**config.mk**
```make
export PLATFORM = sky130hd
export DESIGN_NAME = transmit
export DESIGN_NICKNAME = d
export VERILOG_FILES = /design/src/rtl/uart_pkg.sv /design/src/rtl/transmit.sv
export SDC_FILE = /design/constraint.sdc
export NUM_CORES = 1
export LEC_CHECK = 0
export BUFFER_PORTS_ARGS = -buffer_cell sky130_fd_sc_hd__buf_4
export CAP_MARGIN = 20
export CORE_MARGIN = 2
export CORE_UTILIZATION = 25
export CTS_BUF_LIST = sky130_fd_sc_hd__clkbuf_4 sky130_fd_sc_hd__clkbuf_8
export DETAILED_ROUTE_END_ITERATION = 12
export PLACE_DENSITY = 0.51
export REMOVE_ABC_BUFFERS = 1
export SETUP_SLACK_MARGIN = 0.5
export SYNTH_ARGS = -nofsm -noshare
export SYNTH_HDL_FRONTEND = slang
export SYNTH_SLANG_ARGS = --single-unit
```
**constraint.sdc**
```tcl
create_clock -name clk -period 1.8 [get_ports clk]
set_input_delay 0.09 -clock clk [delete_from_list [all_inputs] [get_ports clk]]
set_output_delay 0.09 -clock clk [all_outputs]
set_load 0.05 [all_outputs]
```
**src/rtl/uart_pkg.sv**
```systemverilog
// Shared UART definitions for transmitter and receiver: FSM states and 8N1 frame geometry.
package uart_pkg;

  typedef enum logic {
    IDLE         = 1'b0,
    TRANSMITTING = 1'b1
  } state_t;

  localparam int DATA_BITS  = 8;
  localparam int FRAME_BITS = 10;

  // bit_cnt value while the stop bit is on the line
  localparam logic [3:0] LAST_BIT = 4'(FRAME_BITS - 1);

endpackage

```
**src/rtl/transmit.sv**
```systemverilog
// 8N1 UART transmitter with one-byte holding register; bit timing from the external baud strobe.
// Latency: write to start bit is 1 clk plus the wait for the next transmit_baud strobe.
// Backpressure: tbr=0 while the holding register is full; writes arriving then are dropped.
module transmit
  import uart_pkg::*;
(
  input  logic       clk,
  input  logic       rst_n,
  input  logic       transmit_baud,
  input  logic       transmit_write_en,
  input  logic [7:0] transmit_write_line,
  output logic       txd,
  output logic       tbr,
  output logic       tx_busy
);

  state_t                  state, state_nxt;
  logic [FRAME_BITS-1:0]   shifter, shifter_nxt;
  logic [3:0]              bit_cnt, bit_cnt_nxt;
  logic                    hold_full;
  logic [DATA_BITS-1:0]    hold_reg;
  logic                    load;

  always_comb begin
    state_nxt   = state;
    shifter_nxt = shifter;
    bit_cnt_nxt = bit_cnt;
    load        = 1'b0;
    case (state)
      IDLE: begin
        if (transmit_baud && hold_full) begin
          load        = 1'b1;
          shifter_nxt = {1'b1, hold_reg, 1'b0};
          bit_cnt_nxt = 4'd0;
          state_nxt   = TRANSMITTING;
        end
      end
      TRANSMITTING: begin
        if (transmit_baud) begin
          if (bit_cnt == LAST_BIT) begin
            bit_cnt_nxt = 4'd0;
            // a pending byte follows the stop bit with no idle gap
            if (hold_full) begin
              load        = 1'b1;
              shifter_nxt = {1'b1, hold_reg, 1'b0};
            end else begin
              shifter_nxt = '1;
              state_nxt   = IDLE;
            end
          end else begin
            shifter_nxt = {1'b1, shifter[FRAME_BITS-1:1]};
            bit_cnt_nxt = bit_cnt + 4'd1;
          end
        end
      end
      default: state_nxt = IDLE;
    endcase
  end

  always_ff @(posedge clk or negedge rst_n) begin
    if (!rst_n) begin
      state   <= IDLE;
      shifter <= '1;
      bit_cnt <= 4'd0;
    end else begin
      state   <= state_nxt;
      shifter <= shifter_nxt;
      bit_cnt <= bit_cnt_nxt;
    end
  end

  // load only happens with hold_full set, so a same-cycle write always sees tbr=0
  always_ff @(posedge clk or negedge rst_n) begin
    if (!rst_n) begin
      hold_full <= 1'b0;
      hold_reg  <= '0;
    end else if (load) begin
      hold_full <= 1'b0;
    end else if (transmit_write_en && !hold_full) begin
      hold_full <= 1'b1;
      hold_reg  <= transmit_write_line;
    end
  end

  assign txd     = shifter[0];
  assign tbr     = ~hold_full;
  assign tx_busy = (state == TRANSMITTING);

endmodule
```
==> summary.txt <==
Placed design
  – RePlAce Congestion: 0.620
  – Port Buffer Count: 14
  – DP Worst Slack: 287 ps
  – Final HPWL DP: 1320 um
  – DP Cell Count: 143
  – Placed Area: 1180 um^2

Floorplan
  – Core footprint: 3970 um^2
  – Die width: 68.1 um
  – I/O pins: 15
  – Initial Util: 25.8%
  – Die height: 68.1 um
  – Rows: 23
  – Die ar.: 4630 um^2

Logic synthesis
  – Synth unique cells: 21
  – Register area share after synthesis: 57.2%
  – Post-Synthesis Cells: 81
  – Top-count cell post-synth: dfrtp_1
  – Top_reg_cell synth: dfrtp_1
  – Top cells by area, synth: dfrtp_1 34%, dfstp_2 23%, mux2_2 8.8%
  – Number of flops mapped to enable cells by yosys: 0
  – Synth async-reset ratio: 100%
  – Avg Inst Size Synth: 12.7 um^2
  – Largest area contributor in the netlist: dfrtp_1
  – Most instantiated cells after synthesis: 14 x dfrtp_1, 9 x dfstp_2, 8 x mux2_2, 8 x nand2b_1, 7 x o221a_1
  – Top cell type's share of synthesized area: 34.1%
  – Number of synthesized register bits: 23
  – Yosys warns: 0
  – Synth Cell Area: 1030 um^2

Clock tree
  – H-tree depth: 1
  – CTS clk-pin slew, worst paths: 80 ps
  – Clk sink count: 23
  – CTS Buf Count: 3
  – CTS tree: built
  – Worst-Skew Late Latency: 260 ps
  – Root Buffer: clkbuf_8
  – Clk buf depth: 2

Cells and area
  – Layout area overhead: 27.2%
  – Core Util, Final: 32.9%
  – Final Cell Area: 1310 um^2
  – Layout cells sized above 1: 45.5%
  – # fillers: 409
  – Sequential Area: 588 um^2
  – Multi-input gate area: 442 um^2
  – Post-Layout Cell Count: 151
  – N_diodes: 0
  – Max FFs per register: 9
  – NumNets Final: 116

STA
  – # setup viols final: 0
  – Relative slew slack: 80.5%
  – RSZ-0062 raised after global routing: yes
  – Tmin final: 1280 ps
  – Final period util: 71.3%
  – Fmax: 0.779 GHz
  – Final slew viol count: 0
  – Final hold vios: 0
  – Worst slew pin tran: 293 ps
  – Setup_tns: 0 ps
  – Final WS setup: 516 ps
  – Clock skew: 4.16 ps

Setup path
  – Crit. End Element: flip-flop
  – Worst path required time: 1990 ps
  – CP Launch Type: flip-flop
  – R2R Path End: shifter[7]
  – Reg2Reg Depth: 5
  – Crit path DAT: 1480 ps
  – Crit path to: shifter[7]
  – Worst flop-to-flop path startpoint: bit_cnt[1]
  – Critical path origin: bit_cnt[1]
  – Reg2Reg Setup Slack: 520 ps
  – Critical path peak fanout: 5
  – Crit Path Category: reg -> reg

Detailed routing
  – WL final: 1900 um
  – Via/cell ratio: 4.36
  – Final antenna-violating net count: 0
  – Vias post-DR: 659
  – Routed length per instance: 12.6 um
  – Drt first-iter violations: 3
  – DRC Markers: 0
  – TritonRoute pass-1 iters: 4

GRT
  – Total track usage: 10.2%
  – Initial antenna violation count: 0
  – Largest net degree at the start of global routing: 24
  – Grt total ovfl: 0
  – First-pass GRT wire length: 3550 um
  – Vias in the first global route: 781

Power and ir drop
  – Leakage: 0.573 nW
  – Power per cell area: 1420 nW/um^2
  – Max VDD drop: 0.000443 V

Hold path
  – Hold_sp: transmit_write_en
  – Hold Path Class: in -> reg

Flow run
  – Max capacitance violation total: 0

Run status
  – Status: completed
[layout by cell type, fill, tap and decap left out]
master,n
ha_4,1
clkbuf_8,3
dfrtp_2,1
dfstp_2,9
o21ai_0,6
nand2b_1,8
nand3_1,1
nor2b_1,2
xor2_1,1
nand3_4,1
buf_4,18
nand3b_4,1
inv_1,4
mux2_2,8
o31ai_1,1
a2bb2oi_1,1
dfrtp_1,13
o21a_1,1
mux2i_1,1
nand2_1,6
inv_2,1
dlygate4sd3_1,1
o21ai_1,1
o221a_1,7
ha_1,1
clkbuf_4,1
a21o_4,2
[cell families (layout without fill, tap and decap cells)]
group,after synthesis,in the layout,synth area share (%)
muxes,9,9,9.76
adders and majority gates,2,2,2.44
and+or+nand+nor,19,19,11.2
DFF,23,23,57.2
AOI/OAI and AO/OA,18,19,14.1
xor gates and xnor gates,1,1,0.854
buffers and inverters,9,28,4.39
[routing by layer]
metal	vias up	global-route usage, %	share of wire, %
li1	324	-	-
met1	320	12.7	47
met2	11	17.0	48
met3	4	1.48	2.9
met4	0	5.25	1.5
met5	-	0	0
[worst max-delay path, stage by stage (launching register included)]
cell and delay, ps:
dfrtp_1 400, inv_2 70, ha_4 130, nand3b_4 120
a21o_4 260, o221a_1 230
[worst min-delay path by stage]
| stage | endpoint | slack (ps) | cells after the start |
|---|---|---|---|
| after floorplan | bit_cnt[0] | -210 | 0 |
| after global placement | hold_reg[3] | -3 | 1 |
| after detailed placement | hold_reg[4] | -0.01 | 1 |
| after CTS | hold_full | 20 | 2 |
| after global routing | hold_full | 30 | 2 |
| final | hold_full | 30 | 2 |
[where the power goes]
part,total (W),leakage (nW),switching [W],internal [W]
logic,0.000580,0.290,0.000252,0.000328
registers,0.000935,0.258,0.000145,0.000790
clock network,0.000332,0.0262,0.000159,0.000173
[timing repair]
| item | in CTS | in global routing |
|---|---|---|
| setup buffers | 2 | 0 |
| pin swaps | 5 | 3 |
| endpoints found under the hold margin | 23 | 0 |
| gates resized for setup | 6 | 3 |
| gates cloned | 1 | 0 |
| setup endpoints to repair | 13 | 10 |
| hold buffers | 1 | 0 |
[area by class of cell]
type	count	share of cell area (%)
clock buffers	4	3.74
well taps	50	4.79
flip-flops and latches	23	45.1
inverters	5	1.44
repair buffers	19	11.1
multi-input cells	50	33.8
[per-stage QoR]
stage               total power [W]  hold WS, ps
floorplan                   0.00130         -206
global placement            0.00143        -3.08
detailed placement          0.00147      -0.0110
CTS                         0.00186         24.9
global route                0.00199         25.8
finish                      0.00185         30.7
Power figures use the tool's default switching activity.
